$ cat src/rtl/muldiv_sequencer.sv
// Iterative MULT/MULTU/DIV/DIVU unit for the EX stage: one product/quotient bit per cycle,
// drives the pipeline stall while running and commits HI/LO on completion.
module muldiv_sequencer #(
  parameter int unsigned WIDTH = 32
) (
  input  logic             clk_i,
  input  logic             rst_i,
  input  logic             start_i,
  input  logic [1:0]       op_i,
  input  logic [WIDTH-1:0] src_a_i,
  input  logic [WIDTH-1:0] src_b_i,
  input  logic             flush_i,
  output logic             stall_o,
  output logic             busy_o,
  output logic             done_o,
  output logic             div_by_zero_o,
  output logic [WIDTH-1:0] hi_o,
  output logic [WIDTH-1:0] lo_o
);

  localparam int unsigned CW = (WIDTH > 1) ? $clog2(WIDTH) : 1;
  localparam logic [CW-1:0] LAST = CW'(WIDTH - 1);

  typedef enum logic [1:0] {S_IDLE, S_RUN, S_DONE} state_t;

  state_t r_state, w_next_state;

  logic [CW-1:0]      r_cnt;
  logic               r_is_div, r_neg_q, r_neg_r, r_dbz;
  logic [WIDTH-1:0]   r_b, r_wh, r_wl, r_hi, r_lo;

  logic               w_accept, w_dbz_req, w_a_neg, w_b_neg;
  logic [WIDTH-1:0]   w_a_mag, w_b_mag;
  logic [WIDTH:0]     w_sum, w_rs;
  logic               w_ge;
  logic [WIDTH-1:0]   w_diff, w_step_hi, w_step_lo, w_fix_hi, w_fix_lo;
  logic [2*WIDTH-1:0] w_prod, w_prod_fix;

  assign w_accept  = (r_state == S_IDLE) && start_i && !flush_i;
  assign w_dbz_req = op_i[1] && (src_b_i == '0);
  assign w_a_neg   = !op_i[0] && src_a_i[WIDTH-1];
  assign w_b_neg   = !op_i[0] && src_b_i[WIDTH-1];
  assign w_a_mag   = w_a_neg ? -src_a_i : src_a_i;
  assign w_b_mag   = w_b_neg ? -src_b_i : src_b_i;

  // Multiply step: conditional add of the multiplicand, then shift {carry,hi,lo} right
  assign w_sum = {1'b0, r_wh} + (r_wl[0] ? {1'b0, r_b} : '0);

  // Divide step: shift next dividend bit into the partial remainder, subtract if it fits
  assign w_rs   = {r_wh, r_wl[WIDTH-1]};
  assign w_ge   = (w_rs >= {1'b0, r_b});
  assign w_diff = w_rs[WIDTH-1:0] - r_b;

  assign w_step_hi = r_is_div ? (w_ge ? w_diff : w_rs[WIDTH-1:0]) : w_sum[WIDTH:1];
  assign w_step_lo = r_is_div ? {r_wl[WIDTH-2:0], w_ge} : {w_sum[0], r_wl[WIDTH-1:1]};

  // Sign fix applied to the final step's result on the commit edge
  assign w_prod     = {w_step_hi, w_step_lo};
  assign w_prod_fix = r_neg_q ? -w_prod : w_prod;
  assign w_fix_hi   = r_is_div ? (r_neg_r ? -w_step_hi : w_step_hi) : w_prod_fix[2*WIDTH-1:WIDTH];
  assign w_fix_lo   = r_is_div ? (r_neg_q ? -w_step_lo : w_step_lo) : w_prod_fix[WIDTH-1:0];

  always_ff @(posedge clk_i or negedge rst_i) begin
    if (!rst_i) r_state <= S_IDLE;
    else        r_state <= w_next_state;
  end

  always_comb begin
    w_next_state = r_state;
    case (r_state)
      S_IDLE:  if (w_accept) w_next_state = w_dbz_req ? S_DONE : S_RUN;
      S_RUN: begin
        if (flush_i)             w_next_state = S_IDLE;
        else if (r_cnt == LAST)  w_next_state = S_DONE;
      end
      S_DONE:  w_next_state = S_IDLE;
      default: w_next_state = S_IDLE;
    endcase
  end

  always_comb begin
    stall_o       = 1'b0;
    busy_o        = 1'b0;
    done_o        = 1'b0;
    div_by_zero_o = 1'b0;
    if (rst_i) begin
      stall_o       = w_accept || (r_state == S_RUN);
      busy_o        = (r_state != S_IDLE);
      done_o        = (r_state == S_DONE);
      div_by_zero_o = (r_state == S_DONE) && r_dbz;
    end
  end

  // Operand latch, iteration datapath and HI/LO commit
  always_ff @(posedge clk_i or negedge rst_i) begin
    if (!rst_i) begin
      r_cnt    <= '0;
      r_is_div <= 1'b0;
      r_neg_q  <= 1'b0;
      r_neg_r  <= 1'b0;
      r_dbz    <= 1'b0;
      r_b      <= '0;
      r_wh     <= '0;
      r_wl     <= '0;
      r_hi     <= '0;
      r_lo     <= '0;
    end else if (w_accept) begin
      r_cnt    <= '0;
      r_is_div <= op_i[1];
      r_neg_q  <= w_a_neg ^ w_b_neg;
      r_neg_r  <= w_a_neg;
      r_dbz    <= w_dbz_req;
      r_b      <= w_b_mag;
      r_wh     <= '0;
      r_wl     <= w_a_mag;
    end else if (r_state == S_RUN && !flush_i) begin
      r_cnt <= r_cnt + 1'b1;
      r_wh  <= w_step_hi;
      r_wl  <= w_step_lo;
      if (r_cnt == LAST) begin
        r_hi <= w_fix_hi;
        r_lo <= w_fix_lo;
      end
    end
  end

  assign hi_o = r_hi;
  assign lo_o = r_lo;

endmodule
$ cat config.mk
export PLATFORM = sky130hd
export DESIGN_NAME = muldiv_sequencer
export DESIGN_NICKNAME = d
export VERILOG_FILES = /design/src/rtl/muldiv_sequencer.sv
export SDC_FILE = /design/constraint.sdc
export NUM_CORES = 1
export LEC_CHECK = 0
export BUFFER_PORTS_ARGS = -buffer_cell sky130_fd_sc_hd__buf_2
export CAP_MARGIN = 20
export CORE_MARGIN = 1
export CORE_UTILIZATION = 33
export DETAILED_ROUTE_END_ITERATION = 6
export PLACE_DENSITY_LB_ADDON = 0.15
export SYNTH_ARGS = -nofsm -noshare
export SYNTH_HDL_FRONTEND = slang
export SYNTH_SLANG_ARGS = --single-unit
$ cat constraint.sdc
create_clock -name clk_i -period 5.7 [get_ports clk_i]
set_input_delay 1.14 -clock clk_i [delete_from_list [all_inputs] [get_ports clk_i]]
set_output_delay 1.14 -clock clk_i [all_outputs]
set_load 0.05 [all_outputs]
Word-level counts from Yosys, hierarchy flattened
Index checks and enable logic that the tools add are counted.
{"block": "classes", "n_addsub": 8, "n_mul": 0, "div": 0, "order_cmp": 1, "eq_ne": 5, "shifts": 0, "n_mux": 26, "bitwise": 2, "n_reduce_logical": 16}
{"op": "32-bit two-way mux", "n": 14}
{"op": "32-bit negation", "n": 4}
{"op": "64-bit two-way mux", "n": 1}
{"op": "64-bit negation", "n": 1}
{"op": "32-bit by 32-bit adder with 33-bit output", "n": 1}
{"op": "33-bit by 32-bit greater-or-equal comparator with 1-bit output", "n": 1}
{"op": "32-bit logical NOT", "n": 1}
{"op": "32-bit subtractor", "n": 1}
{"op": "5-bit two-way mux", "n": 2}
{"op": "2-bit two-way mux", "n": 4}
{"op": "1-bit logical AND", "n": 7}
{"op": "5-bit by 1-bit adder with 5-bit output (second input constant)", "n": 1}
{"op": "5-bit equality test (second input constant)", "n": 1}
{"op": "1-bit two-way mux", "n": 4}
{"op": "2-bit one-hot mux with 2 select lines", "n": 1}
{"op": "2-bit nonzero test", "n": 2}
{"op": "3-bit != test (second input constant)", "n": 1}
{"op": "3-bit AND reduction", "n": 1}
{"op": "2-bit by 1-bit equality test with 1-bit output (second input constant)", "n": 1}
{"op": "2-bit equality test (second input constant)", "n": 1}
{"op": "1-bit logical NOT", "n": 2}
{"op": "2-bit logical NOT", "n": 1}
{"op": "2-bit != test (second input constant)", "n": 1}
{"op": "2-bit AND reduction", "n": 1}
{"op": "3 further kinds", "n": 3}
{"block": "word_totals", "reg_bits": 171, "latch_bits": 0, "ramBits": 0, "mem_bits_ro": 0, "mem_count": 0}

Longest topological paths before layout
{"block": "logic_depth", "ltp_word": 6, "mapped_depth": 23}

Worst setup path after synthesis
OpenSTA, ideal clock, no wires.
{"block": "synth_path", "kind": "flip-flop to flip-flop", "start": "register r_is_div", "end": "register r_hi[22], in the netlist hi_o[22]", "arrival_ps": 5178, "slack_ps": 453, "stages_incl_launch_ff": 19, "period_less_slack_ps": 5247, "cell_sequence": "dfrtp_1 buf_1 clkbuf_1 clkbuf_1 clkbuf_1 buf_1 buf_1 mux2i_1 ha_1 o211ai_1 or2_2 nor2_1 nand2_1 or3_1 o21a_1 nor2_1 a22oi_1 or4_1 nand3_1"}
{"block": "synth_via", "elab_chain_len": 4, "word_cells_on_any_way": 7}
{"element": "start: declaration", "line_no": "29", "source": "logic r_is_div, r_neg_q, r_neg_r, r_dbz;"}
{"element": "start signal: assignment", "line_no": "109", "source": "r_is_div <= op_i[1];"}
{"element": "32-bit two-way mux (on tied branches)", "line_no": "55, 54"}
{"element": "64-bit negation / 32-bit negation (equally long branches)", "line_no": "59, 60"}
{"element": "64-bit two-way mux / 32-bit two-way mux (equally long branches)", "line_no": "59, 60"}
{"element": "32-bit two-way mux (*)", "line_no": "60", "source": "assign w_fix_hi = r_is_div ? (r_neg_r ? -w_step_hi : w_step_hi) : w_prod_fix[2*WIDTH-1:WIDTH];"}
{"element": "end signal: assignment", "line_no": "121", "source": "r_hi <= w_fix_hi;"}
{"element": "end: declaration", "line_no": "30", "source": "logic [WIDTH-1:0] r_b, r_wh, r_wl, r_hi, r_lo;"}
Mark *: on every way between the ends. The rest lies on a longest branch, timed or not.
A chain may end at the register's enable or synchronous reset.

Worst setup path after layout
{"block": "layout_path", "start": "register r_wh[7]", "end": "register r_hi[22], in the netlist hi_o[22]"}
{"block": "layout_via", "elab_chain_len": 6, "word_cells_on_any_way": 11}
{"element": "start: declaration", "line_no": "30"}
{"element": "start signal: assignment", "line_no": "118", "source": "r_wh <= w_step_hi;"}
{"element": "32-bit subtractor / 33-bit by 32-bit greater-or-equal comparator with 1-bit output (equally long branches)", "line_no": "52, 51"}
{"element": "32-bit two-way mux (2 in a row)", "line_no": "54", "source": "assign w_step_hi = r_is_div ? (w_ge ? w_diff : w_rs[WIDTH-1:0]) : w_sum[WIDTH:1];"}
{"element": "64-bit negation / 32-bit negation (equally long branches)", "line_no": "59, 60"}
{"element": "64-bit two-way mux / 32-bit two-way mux (equally long branches)", "line_no": "59, 60"}
{"element": "32-bit two-way mux (*)", "line_no": "60"}
Marks and branches as above.

==> metrics <==
Row Count 78; ANT nets after route 0; most frequent cells in the layout 274 x nand2_1, 246 x o21ai_0, 170 x dfrtp_1; R2R Setup Slk 0.39 ns; setup repair bufs after CTS 0; crit path launch type flop; met1 wire length 27800 um; dpl hpwl 46200 um; share of post-route cells with drive strength above 1 13.6%; num ports 138; Layout Skew 0.0164 ns; syn nets 2099; worst-margin pin slew 1.09 ns; total clock sinks 171; library cells used by synthesis 96; Vias 15348; Clock Tree Root clkbuf_16; Clk Latency, worst-skew pair 0.48 ns; failing checks design-rule violations; Longest Clk Path Bufs 2; fin crit share 93.1%; Max Used Layer met4; worst hold margin 0.476 ns; top_reg_cell synth dfrtp_1; total grt overflow 0; Syn Std Cell Area 15100 um2; post-route cell area 17300 um2; global-route wire length before repair 90300 um; number of buffers created by CTS 17; Final setup violation count 0; clock transition at the registers of the reported paths 0.08 ns; cts-stage hold buffer count 0; most common cell after layout, fill and taps aside nand2_1; CP required 6.12 ns; largest net degree at the start of global routing 120; fin crit period 5.31 ns; port bufs 137; vias in the first global route 14819; post-synthesis cell count 1957; Yosys reg bits 171; setup TNS 0 ns; CP Capture Point hi_o[22]; die boundary height 216 um; drt via density 5.71; Total Wirelength 58900 um; Post-synth EDFFs 0; crit path capture type flop; area delta synth->final 14.2%; drt pass-1 iters 7; Crit. Startpoint r_wh[7]; kind of critical path reg -> reg; Hold Crit Class reg -> reg; core area 45300 um2; FF-to-FF Start r_wh[7]; metal2 WL 26500 um; Antenna diodes 0; status finished, violations left; crit path DAT 5.72 ns; Iteration-0 DRC Markers 1379; max-slew violations 0; mean routed wirelength per cell 21.9 um; syn avg cell area 7.74 um2; width of the die 216 um; Initial Util 33.5%; worst-path fanout max 7; global placement routability congestion 0.927; DRC Markers 2; htree depth 4; Post-CTS Resized 0; fmax 0.188 GHz; Leak 7.43 nW; CTS tree yes; max_slew headroom 27.5%; met3 wire length 3070 um; nets 2216; Synth Warn # 0; reg-to-reg critical path endpoint hi_o[22]; Max-cap violations 0; Tot GR Track Use 25.2%; sequential-to-total area share from yosys stat 28.2%; die area 46800 um2; Async SR Flop Fraction 100%; placed instance area 16700 um2; R2R cell count 20; pwr dens 508 nW/um2; Worst VDD drop 319 uV; initial antenna violation count 1; RSZ-0062 raised after global routing no; Hold Violations, Final 0
## critical path, cell delays in order (launching register included)
cell and delay (ns):
dfrtp_1 0.43, ha_1 0.41, a21oi_2 0.21, nor3_1 0.08
or4_4 0.56, o311a_2 0.43, nor2_4 0.23, a21oi_1 0.16
inv_1 0.12, ha_1 0.19, o211ai_1 0.12, or2_2 0.35
nor2_1 0.11, nand2_1 0.11, or3_1 0.50, o21a_1 0.26
nor2_1 0.12, buf_4 0.16, a22oi_1 0.11, or4_1 0.50
nand3_1 0.10
## logic make-up (layout without fill, tap and decap cells)
group | count (synthesis) | count (layout) | share of synthesized area [%]
buffers and inverters | 174 | 303 | 4.58
AND/OR/NAND/NOR | 696 | 696 | 22.3
flip-flops | 171 | 171 | 28.2
AO/OA/AOI/OAI | 646 | 646 | 27.0
XOR/XNOR | 158 | 158 | 9.13
multiplexers | 40 | 40 | 2.68
adder cells (fa/ha/maj) | 72 | 72 | 6.05
## sequential cells by signal, summed over array words and instances, names as in the netlist
| name | cells |
|---|---|
| r_wh | 32 |
| r_neg_q | 1 |
| r_dbz | 1 |
| r_neg_r | 1 |
| r_b | 32 |
| hi_o | 32 |
| r_state | 2 |
| lo_o | 32 |
| r_wl | 32 |
| r_cnt | 5 |
| r_is_div | 1 |
## final cells by class
class / count / area (um2)
clock buffer: 17 / 425
clock inverter: 14 / 134
fill: 4913 / 28000
inverter: 63 / 236
multi-input combinational: 1612 / 10200
sequential: 171 / 4280
tap: 600 / 751
timing repair buffer: 209 / 1270
## stage by stage
step | util, % | power, mW | std cells | setup slack [ns]
6_report | 38.2 | 8.78 | 2686 | 0.391
3_5_place_dp | 36.9 | 7.52 | 2654 | 0.475
2_1_floorplan | - | 5.44 | 1957 | 0.453
3_3_place_gp | 36.9 | 7.52 | 2654 | 0.514
5_1_grt | 38.2 | 9.32 | 2686 | 0.0334
4_1_cts | 38.1 | 8.72 | 2685 | 0.444
## cell usage after synthesis (all sizes together), types with 52 or more instances
cell / instances / share of area [%]
xnor2: 99 / 5.7
nand2: 276 / 6.9
and2: 52 / 2.1
inv: 62 / 1.5
o21ai: 256 / 8.5
xor2: 59 / 3.4
dfrtp: 171 / 28
ha: 70 / 5.8
clkbuf: 84 / 2.1
a21oi: 121 / 4.1
nor2: 121 / 3.1
nor3: 53 / 1.8
## worst min-delay path by stage
stage               cells after the start       end     start
global route                            2  hi_o[25]  hi_o[25]
CTS                                     2   lo_o[9]   lo_o[9]
detailed placement                      2   lo_o[9]   lo_o[9]
finish                                  2  hi_o[19]  hi_o[19]
floorplan                               2     r_dbz     r_dbz
global placement                        2  lo_o[19]  lo_o[19]
## power breakdown
| group | switching [mW] | internal (mW) | total [mW] |
|---|---|---|---|
| registers | 0.313 | 1.43 | 1.75 |
| logic | 3.74 | 2.14 | 5.87 |
| clock network | 0.593 | 0.571 | 1.16 |
## routing by layer
| layer | GRT usage (%) | vias up |
|---|---|---|
| li1 | - | 7338 |
| met1 | 35.3 | 7462 |
| met2 | 39.7 | 487 |
| met3 | 3.75 | 61 |
| met4 | 7.82 | 0 |
| met5 | 0 | - |
(Power assumes the default switching activity.)
